==> src/rtl/branch_predictor.sv <==
// branch_predictor: 2-bit saturating-counter branch direction predictor.
// Looks up the counter table in IF, carries the prediction into ID, flags
// mispredictions when the ID comparator resolves a branch, trains the table
// and keeps saturating branch/mispredict statistics.
//
// Ports:
//   clk, rst_n        pipeline clock, asynchronous active-low reset
//   fetch_pc          IF-stage program counter
//   fetch_is_branch   IF predecode: fetched instruction is a conditional branch
//   stall, flush      IF/ID prediction register control (flush has priority)
//   resolve_valid     ID stage resolves a conditional branch this cycle
//   resolve_pc        PC of the resolving branch
//   resolve_taken     resolved branch direction
//   predict_taken     combinational IF prediction
//   pred_taken_id     registered prediction of the instruction in ID
//   mispredict        combinational misprediction flag (valid with resolve_valid)
//   branch_count      resolved conditional branches, saturating
//   mispredict_count  mispredictions, saturating
module branch_predictor #(
    parameter int unsigned INDEX_BITS = 4,
    parameter int unsigned PC_WIDTH   = 16
) (
    input  logic                clk,
    input  logic                rst_n,
    input  logic [PC_WIDTH-1:0] fetch_pc,
    input  logic                fetch_is_branch,
    input  logic                stall,
    input  logic                flush,
    input  logic                resolve_valid,
    input  logic [PC_WIDTH-1:0] resolve_pc,
    input  logic                resolve_taken,
    output logic                predict_taken,
    output logic                pred_taken_id,
    output logic                mispredict,
    output logic [15:0]         branch_count,
    output logic [15:0]         mispredict_count
);

    localparam int unsigned ENTRIES = 2 ** INDEX_BITS;
    localparam int unsigned STAT_W  = 16;

    logic [1:0]            table_q [ENTRIES];
    logic [INDEX_BITS-1:0] fetch_idx;
    logic [INDEX_BITS-1:0] resolve_idx;
    logic [1:0]            ctr_cur;
    logic [1:0]            ctr_next;
    logic                  unused_pc_bits;

    // Halfword-aligned instructions: bit 0 carries no index information.
    assign fetch_idx   = fetch_pc[INDEX_BITS:1];
    assign resolve_idx = resolve_pc[INDEX_BITS:1];

    assign unused_pc_bits = ^{fetch_pc[PC_WIDTH-1:INDEX_BITS+1], fetch_pc[0],
                              resolve_pc[PC_WIDTH-1:INDEX_BITS+1], resolve_pc[0]};

    // IF prediction reads the pre-update counter; no write bypass.
    assign predict_taken = fetch_is_branch & table_q[fetch_idx][1];

    assign mispredict = resolve_valid & (resolve_taken != pred_taken_id);

    // Saturating counter update for the resolving entry.
    always_comb begin
        ctr_cur  = table_q[resolve_idx];
        ctr_next = ctr_cur;
        if (resolve_taken) begin
            if (ctr_cur != 2'b11) begin
                ctr_next = ctr_cur + 2'd1;
            end
        end else begin
            if (ctr_cur != 2'b00) begin
                ctr_next = ctr_cur - 2'd1;
            end
        end
    end

    // Counter table: reset to weak not-taken, trained only by resolve_valid.
    always_ff @(posedge clk or negedge rst_n) begin
        if (!rst_n) begin
            for (int unsigned i = 0; i < ENTRIES; i++) begin
                table_q[i] <= 2'b01;
            end
        end else if (resolve_valid) begin
            table_q[resolve_idx] <= ctr_next;
        end
    end

    // IF/ID prediction register: flush beats stall.
    always_ff @(posedge clk or negedge rst_n) begin
        if (!rst_n) begin
            pred_taken_id <= 1'b0;
        end else if (flush) begin
            pred_taken_id <= 1'b0;
        end else if (!stall) begin
            pred_taken_id <= predict_taken;
        end
    end

    // Statistics counters, saturating at all-ones.
    always_ff @(posedge clk or negedge rst_n) begin
        if (!rst_n) begin
            branch_count     <= '0;
            mispredict_count <= '0;
        end else begin
            if (resolve_valid && (branch_count != '1)) begin
                branch_count <= branch_count + STAT_W'(1);
            end
            if (mispredict && (mispredict_count != '1)) begin
                mispredict_count <= mispredict_count + STAT_W'(1);
            end
        end
    end

endmodule

==> config.mk <==
export PLATFORM = sky130hd
export DESIGN_NAME = branch_predictor
export DESIGN_NICKNAME = d
export VERILOG_FILES = /design/src/rtl/branch_predictor.sv
export SDC_FILE = /design/constraint.sdc
export NUM_CORES = 1
export LEC_CHECK = 0
export BUFFER_PORTS_ARGS = -buffer_cell sky130_fd_sc_hd__buf_2
export CORE_ASPECT_RATIO = 1.4
export CORE_MARGIN = 2
export CORE_UTILIZATION = 58
export DETAILED_ROUTE_END_ITERATION = 10
export HOLD_SLACK_MARGIN = 0.02
export PLACE_DENSITY = 0.91
export SYNTH_ARGS = -nofsm -noshare
export SYNTH_HDL_FRONTEND = slang
export SYNTH_SLANG_ARGS = --single-unit
export TNS_END_PERCENT = 50
==> constraint.sdc <==
create_clock -name clk -period 3.55 [get_ports clk]
set_input_delay 0.8875 -clock clk [delete_from_list [all_inputs] [get_ports clk]]
set_output_delay 0.8875 -clock clk [all_outputs]
set_load 0.03 [all_outputs]
Yosys cells after proc, flatten, opt, wreduce, memory -nomap -nowiden
Index checks and enable logic that the tools add are counted.
{"block": "classes", "reduce_logical": 4, "addsub": 4, "n_eq_ne": 5, "n_mux": 14, "order_cmp": 3, "n_bitwise": 4}
{"op": "adder 16 x 1 -> 16 bit (second input constant)", "n": 2}
{"op": "bitwise mux 32 bit", "n": 1}
{"op": "inequality test 16 bit (second input constant)", "n": 2}
{"op": "binary-select mux 2 bit (select 4 bit)", "n": 2}
{"op": "2-to-1 mux 2 bit", "n": 8}
{"op": "greater-or-equal comparator 5 bit (second input constant)", "n": 2}
{"op": "NOT 4 -> 5 bit", "n": 2}
{"op": "demux 2 bit (select 4 bit)", "n": 1}
{"op": "less-than comparator 5 x 1 -> 1 bit (second input constant)", "n": 1}
{"op": "logical AND 1 bit", "n": 3}
{"op": "adder 2 x 1 -> 2 bit (second input constant)", "n": 1}
{"op": "AND 1 bit", "n": 2}
{"op": "2-to-1 mux 1 bit", "n": 2}
{"op": "inequality test 2 x 1 -> 1 bit (second input constant)", "n": 1}
{"op": "inequality test 2 bit (second input constant)", "n": 1}
{"op": "nonzero test 2 bit", "n": 1}
{"op": "subtractor 2 x 1 -> 2 bit (second input constant)", "n": 1}
{"op": "inequality test 1 bit", "n": 1}
{"block": "word_totals", "output_inout_bits": 35, "regBits": 65, "in_bits": 39, "elab_cells": 53}

Longest topological paths before layout
Gate-level depths: netlist of the first run.
{"block": "depth", "depth_word": 8, "ltp_mapped": 8, "mapped_depth_nobuf": 6}

Worst setup path before layout of the first run
No wires, ideal clock.
{"block": "synth_path", "path_kind": "in2out", "startpoint": "input port fetch_pc[1]", "endpoint": "output port predict_taken", "t_arrival_ns": 2.070, "t_required_ns": 2.663, "n_path_buf": 0, "path_slack_ns": 0.592, "path_stages": 3, "cell_sequence": "mux4_2 -> mux4_2 -> and2_1"}
{"block": "synth_between", "elab_chain_len": 5}
{"element": "from (decl)", "line_no": "25", "text": "input logic [PC_WIDTH-1:0] fetch_pc,"}
{"element": "NOT 4 -> 5 bit (not written as such)", "line_no": "57", "text": "assign predict_taken = fetch_is_branch & table_q[fetch_idx][1];"}
{"element": "binary-select mux 2 bit (select 4 bit)", "line_no": "57"}
{"element": "2-to-1 mux 2 bit (not written as such) (2 in a row)", "line_no": "57"}
{"element": "AND 1 bit", "line_no": "57"}
{"element": "to (decl)", "line_no": "32", "text": "output logic predict_taken,"}
No other way between the ends. The select of a mux whose other input is x is not followed.

Worst setup path in the final report of the first run
Ends and elaborated chain as after synthesis.

==> flow_metrics.tcl, run 1 <==
set metrics [dict create \
    rrSetupSlack_ns 1.43 \
    cts_tree "yes" \
    yosysSeqAreaShare_pct 48.76 \
    async_flop_share_pct 100.0 \
    required_ns 2.66 \
    grt.overflow.total 0 \
    power_leakage_nw 1.790 \
    cts_root_buffer "clkbuf_8" \
    finalNetCount 390 \
    grt_max_degree 35 \
    cp-end-kind "output port" \
    maxSlewViolCount 0 \
    ir_drop_uv 628.1 \
    setup_violations 0 \
    cpPeakStageDelay_ns 0.53 \
    first_iter_violations 161 \
    ys_seq_elements 65 \
    dieArea_mm2 0.006458 \
    via_per_inst 6.047 \
    synth_top_cells_by_area "dfrtp_1 (36%), dfstp_2 (12%), mux4_2 (7.3%), nand2_1 (5.0%), xnor2_1 (4.4%)" \
    cp_cell_sequence "buf_2 -> mux4_2 -> mux4_2 -> and2_1 -> buf_2" \
    cpMaxStageDelayCell "mux4_2" \
    io_buffer_count 49 \
    synth_area_mm2 0.003377 \
    yosysTopAreaCellShare_pct 36.31 \
    gp_congestion 0.8180 \
    final_layout_size_suffix_gt1_share_pct 29.38 \
    fillers 387 \
    grt_usage_pct 25.34 \
    drc_errors 0 \
    clk_latency_ns 0.36 \
    hold_buffers 0 \
    instances_no_fill 422 \
    skew_ns 0.01665 \
    die_w_um 68.49 \
    place_area_mm2 0.003659 \
    avgSynthCellArea_um2 11.45 \
    synth-edff-count 0 \
    antenna_cells 0 \
    place_hpwl_mm 5.204 \
    syn_inst 295 \
    hold_class "reg -> reg" \
    synth_nets 336 \
    clockBufferDepth 2 \
    fin_crit_sh_pct 94.24 \
    num_vias 2552 \
    dp_slack_ns 0.2105 \
    yosysTopAreaCell "dfrtp_1" \
    holdWs_ns 0.4611 \
    power_mw 2.557 \
    postLayoutCoreUtil_pct 69.72 \
    cts.sinks 65 \
    cap_violations 0 \
    status "completed" \
    post_cts_buffers 0 \
    synthFlopType "dfrtp_1" \
    path_buf_inv 2 \
    ant_nets 0 \
    startpoint_type "input pin" \
    grt_first_pass_wirelength_mm 11.86 \
    area_growth_pct 14.89 \
    antenna_found_initial 0 \
    fin_setup_tns_ns 0 \
    rsz0062_at_grt "no" \
    clkTransAtPathRegs_ns 0.07 \
    relSlewSlack_pct 50.75 \
    finalWorstPathRequiredPeriod_ns 3.346 \
    cts_buffers 9 \
    initial_core_util_pct 60.68 \
    final_cell_area_mm2 0.003880 \
    fp.dieH_um 94.29 \
    cp_max_fo 4 \
    powerDensity_mw_per_mm2 658.9 \
    yosysUniqueCellTypes 43 \
    h-tree-depth 3 \
    routedWlPerCell_um 17.45 \
    core_area_mm2 0.005565 \
    totalWireLength_mm 7.363 \
    numPlacedInstances 406 \
    first_global_vias 2553 \
    max_freq_mhz 298.9 \
    crit_arrival_ns 2.46 \
    synth_warnings 0 \
    crit_family "multiplexers" \
    rows 32 \
    worstSetupPathType "in -> out" \
    tightestPinTransition_ns 0.7321 \
    finalHoldViolCount 0 \
    cts_resized 0 \
    setup_ws_ns 0.2044 \
    boundaryPins 74 \
    dr.pass1.iters 5 \
]
## worst paths after layout
| path | start | endpoint | cells after the start |
|---|---|---|---|
| max | fetch_pc[1] | predict_taken | 5 |
| min | table_q[28] | table_q[28] | 2 |
| max reg2reg | branch_count[0] | branch_count[13] | 6 |
| min reg2reg | table_q[28] | table_q[28] | 2 |
| max in group asynchronous | rst_n | table_q[10] | 2 |
| min in group asynchronous | rst_n | mispredict_count[5] | 1 |
## final cells by class
type                            count  area (um^2)  area share [%]
Inverter                            2        7.507          0.1935
Timing Repair Buffer               50        252.7           6.514
Multi-Input combinational cell    221         1667           42.95
Clock buffer                       12        145.1           3.741
Tap cell                           68        85.08           2.193
Clock inverter                      4        76.32           1.967
Sequential cell                    65         1647           42.44
## sequential cells by signal, indices dropped and copies added, names as in the netlist
name / count
mispredict_count: 16
table_q: 32
branch_count: 16
pred_taken_id: 1
## cells in the mapped netlist (all sizes together) (2+ instances only)
cell / number
o21ai: 5
nor3b: 3
and2: 4
nor3: 3
a22o: 2
a22oi: 4
nand4: 8
and3: 5
xnor2: 17
nor4: 3
and4: 4
or3: 3
xor2: 12
dfrtp: 49
o31ai: 10
nand2b: 2
nor2: 17
mux2i: 8
a21oi: 11
inv: 2
nand3: 9
buf: 7
mux2: 19
nor2b: 4
nand2: 45
dfstp: 16
mux4: 11
a31oi: 3
ha: 2
## routing by layer
layer  global-route usage [%]  vias to the layer above  share of wire, %
li1                         -                     1184                 -
met1                    29.75                     1251                38
met2                    40.38                       90                53
met3                    4.077                       27               4.6
met4                    19.00                        0               4.5
met5                        0                        -                 0
## power breakdown
part | internal (mW) | leakage (nW) | switching, mW
clock network | 0.416 | 0.107 | 0.287
registers | 0.954 | 0.816 | 0.178
logic | 0.292 | 0.867 | 0.429
total | 1.66 | 1.79 | 0.895
## worst register-to-register path, stage by stage (launching register included)
cell	delay (ns)
dfrtp_1	0.40
ha_1	0.19
nand3_1	0.13
nor4_1	0.69
a21oi_1	0.32
nand4_1	0.19
xnor2_1	0.13
## cell usage in the layout (no fill, tap or decap), types with 4 or more instances in the layout
master    Yosys  final
o21ai_1       5      5
mux2i_1       8      8
nor2b_1       4      4
buf_2         3     49
a21oi_1      10     10
dfstp_2      16     16
clkbuf_8      0     10
mux2_2        7      7
o31ai_1       9      9
and3_1        5      5
mux4_2       11     11
nor2_1       17     17
nand4_1       8      8
dfrtp_1      49     49
and2_1        4      4
xnor2_1      17     17
mux2_1       12     12
and4_1        4      4
nand2_1      45     45
xor2_1       12     12
a22oi_1       4      4
nand3_1       9      9
## kinds of logic (layout without fill, tap and decap cells)
group                      count (synthesis)  after routing  share of synthesized area, %
xor gates and xnor gates                  29             29                         7.521
muxes                                     38             38                         16.04
adders and majority gates                  2              2                        0.7409
buffers and inverters                      9             68                         1.890
AOI/OAI and AO/OA                         41             41                         8.929
DFF                                       65             65                         48.76
and+or+nand+nor                          111            111                         16.12
(Power assumes the default switching activity.)
==> inputs of run 2 (changes only) <==
--- a/config.mk
+++ b/config.mk
@@ -6,7 +6,7 @@
 export NUM_CORES = 1
 export LEC_CHECK = 0
 export BUFFER_PORTS_ARGS = -buffer_cell sky130_fd_sc_hd__buf_2
-export CORE_ASPECT_RATIO = 1.4
+export CORE_ASPECT_RATIO = 1.75
 export CORE_MARGIN = 2
 export CORE_UTILIZATION = 58
 export DETAILED_ROUTE_END_ITERATION = 10
==> run 2 against run 1 <==
Fmax increased by 2.9%; wire length grew 0.52%; largest power group unchanged; sequential share of layout area rose by 0.16 points; largest cell class unchanged; critical path type unchanged.
==> flow_metrics.tcl, run 2 (synthesis results as in run 1) <==
set metrics [dict create \
    post_cts_buffers 0 \
    regArea_mm2 0.001647 \
    cp_cell_sequence "buf_2 -> mux4_2 -> mux4_2 -> and2_1 -> buf_2" \
    power_leakage_nw 1.791 \
    grt_usage_pct 26.12 \
    skew_ns 0.009465 \
    reg_top3 "table_q (32), branch_count (16), mispredict_count (16)" \
    cts_resized 0 \
    finalWorstPathRequiredPeriod_ns 3.251 \
    area_growth_pct 14.45 \
    relSlewSlack_pct 39.55 \
    p_int_mw 1.538 \
    hold_buffers 0 \
    cts_buffers 9 \
    first_global_vias 2611 \
    grtUsageMet2_pct 41.50 \
    swShare_pct 36.35 \
    regMostFlops "table_q" \
    largest_register_ffs 32 \
    fillers 449 \
    antenna_found_initial 0 \
    first_iter_violations 154 \
    fin_crit_sh_pct 91.58 \
    grt_first_pass_wirelength_mm 12.41 \
    antenna_cells 0 \
    multi_input_area_mm2 0.001667 \
    setup_violations 0 \
    initial_core_util_pct 60.46 \
    finalNetCount 393 \
    h-tree-depth 3 \
    cts.sinks 65 \
    num_vias 2562 \
    startpoint_type "input pin" \
    core_area_mm2 0.005585 \
    cp_max_fo 4 \
    rows 36 \
    cap_violations 0 \
    clk_latency_ns 0.34 \
    tightestPinTransition_ns 0.9067 \
    cts_tree "yes" \
    mostFrequentLayoutCells "dfrtp_1 (49), buf_2 (49), nand2_1 (45), nor2_1 (17), xnor2_1 (17)" \
    ir_drop_uv 525.1 \
    required_ns 2.66 \
    place_hpwl_mm 5.509 \
    reg2reg_depth 5 \
    grt_max_degree 43 \
    p_clk_share_pct 23.1 \
    gp_congestion 0.8881 \
    cp-end-kind "output port" \
    dieArea_mm2 0.006473 \
    max_freq_mhz 307.6 \
    cpPeakStageDelay_ns 0.51 \
    top_usage_layer "met2" \
    worstSetupPathType "in -> out" \
    routedWlPerCell_um 17.09 \
    totalWireLength_mm 7.401 \
    grt.overflow.total 0 \
    dr.pass1.iters 4 \
    cpMaxStageDelayCell "mux4_2" \
    pwr-share-seq_pct 47.0 \
    clkTransAtPathRegs_ns 0.06 \
    use_met3_pct 7.054 \
    crit_arrival_ns 2.36 \
    rsz0062_at_grt "no" \
    die_w_um 61.68 \
    fp.dieH_um 104.9 \
    final_layout_size_suffix_gt1_share_pct 29.97 \
    status "completed" \
    maxSlewViolCount 0 \
    finalHoldViolCount 0 \
    clockBufferDepth 2 \
    powerDensity_mw_per_mm2 625.2 \
    use_met1_pct 31.44 \
    ant_nets 0 \
    cts_root_buffer "clkbuf_8" \
    via_per_inst 5.917 \
    hold_depth 2 \
    boundaryPins 74 \
    power_switching_uw 878.5 \
    drc_errors 0 \
    hold_class "reg -> reg" \
    postLayoutCoreUtil_pct 69.20 \
    io_buffer_count 49 \
    fin_setup_tns_ns 0 \
    comb_power_share_pct 29.9 \
]
[run 2: cell count changes in the layout (fill, tap and decap cells not counted), sizes merged]
cell      before  now
buf           50   53
bufinv         2    0
clkinv         1    3
clkbuf        12   13
clkinvlp       1    0
[run 2: layout make-up]
cell class,instances,share of cell area (%)
Timing Repair Buffer,53,7.122
Sequential cell,65,42.60
Inverter,2,0.1942
Multi-Input combinational cell,221,43.12
Clock inverter,3,0.3885
Clock buffer,13,4.111
Tap cell,76,2.460
[run 2: layer usage]
layer  vias to the layer above  routed length, um
met3                        16                355
met5                         -                  0
li1                       1192                  -
met1                      1271               2866
met2                        83               3993
met4                         0                185
[run 2: critical path: cells and delay by family]
kind	cells	cell delay, ns
and+or+nand+nor	1	0.17
buffers and inverters	2	0.33
muxes	2	0.97
[run 2: through the flow]
step / total power, mW / worst slack [ns] / hold slack [ns] / area [um^2] / std cells
final: 2.417 / 0.2989 / 0.4622 / 3865 / 433
after global routing: 2.553 / 0.2293 / 0.4924 / 3865 / 433
after CTS: 2.428 / 0.2887 / 0.4650 / 3865 / 433
after detailed placement: 1.868 / 0.2892 / 0.4554 / 3691 / 417
after global placement: 1.819 / 0.3036 / 0.4507 / 3691 / 417
after floorplan: 1.635 / 0.5920 / 0.4407 / 3377 / 295
[run 2: power by group through the flow]
| stage | Combinational, mW | Sequential, mW | Clock (mW) |
|---|---|---|---|
| after global placement | 0.691 | 1.13 | 0 |
| final | 0.722 | 1.14 | 0.559 |
| after floorplan | 0.383 | 1.25 | 0 |
| after detailed placement | 0.726 | 1.14 | 0 |
| after global routing | 0.790 | 1.16 | 0.604 |
| after CTS | 0.728 | 1.13 | 0.569 |
[run 2: path summary, 6_finish.rpt]
path                              from              endpoint  slack, ns
setup / recovery           fetch_pc[1]         predict_taken       0.30
hold / removal             table_q[30]           table_q[30]       0.46
max in group asynchronous        rst_n           table_q[12]       2.10
hold reg to reg            table_q[30]           table_q[30]       0.46
setup reg to reg            table_q[8]           table_q[21]       1.48
min in group asynchronous        rst_n  mispredict_count[11]       0.68
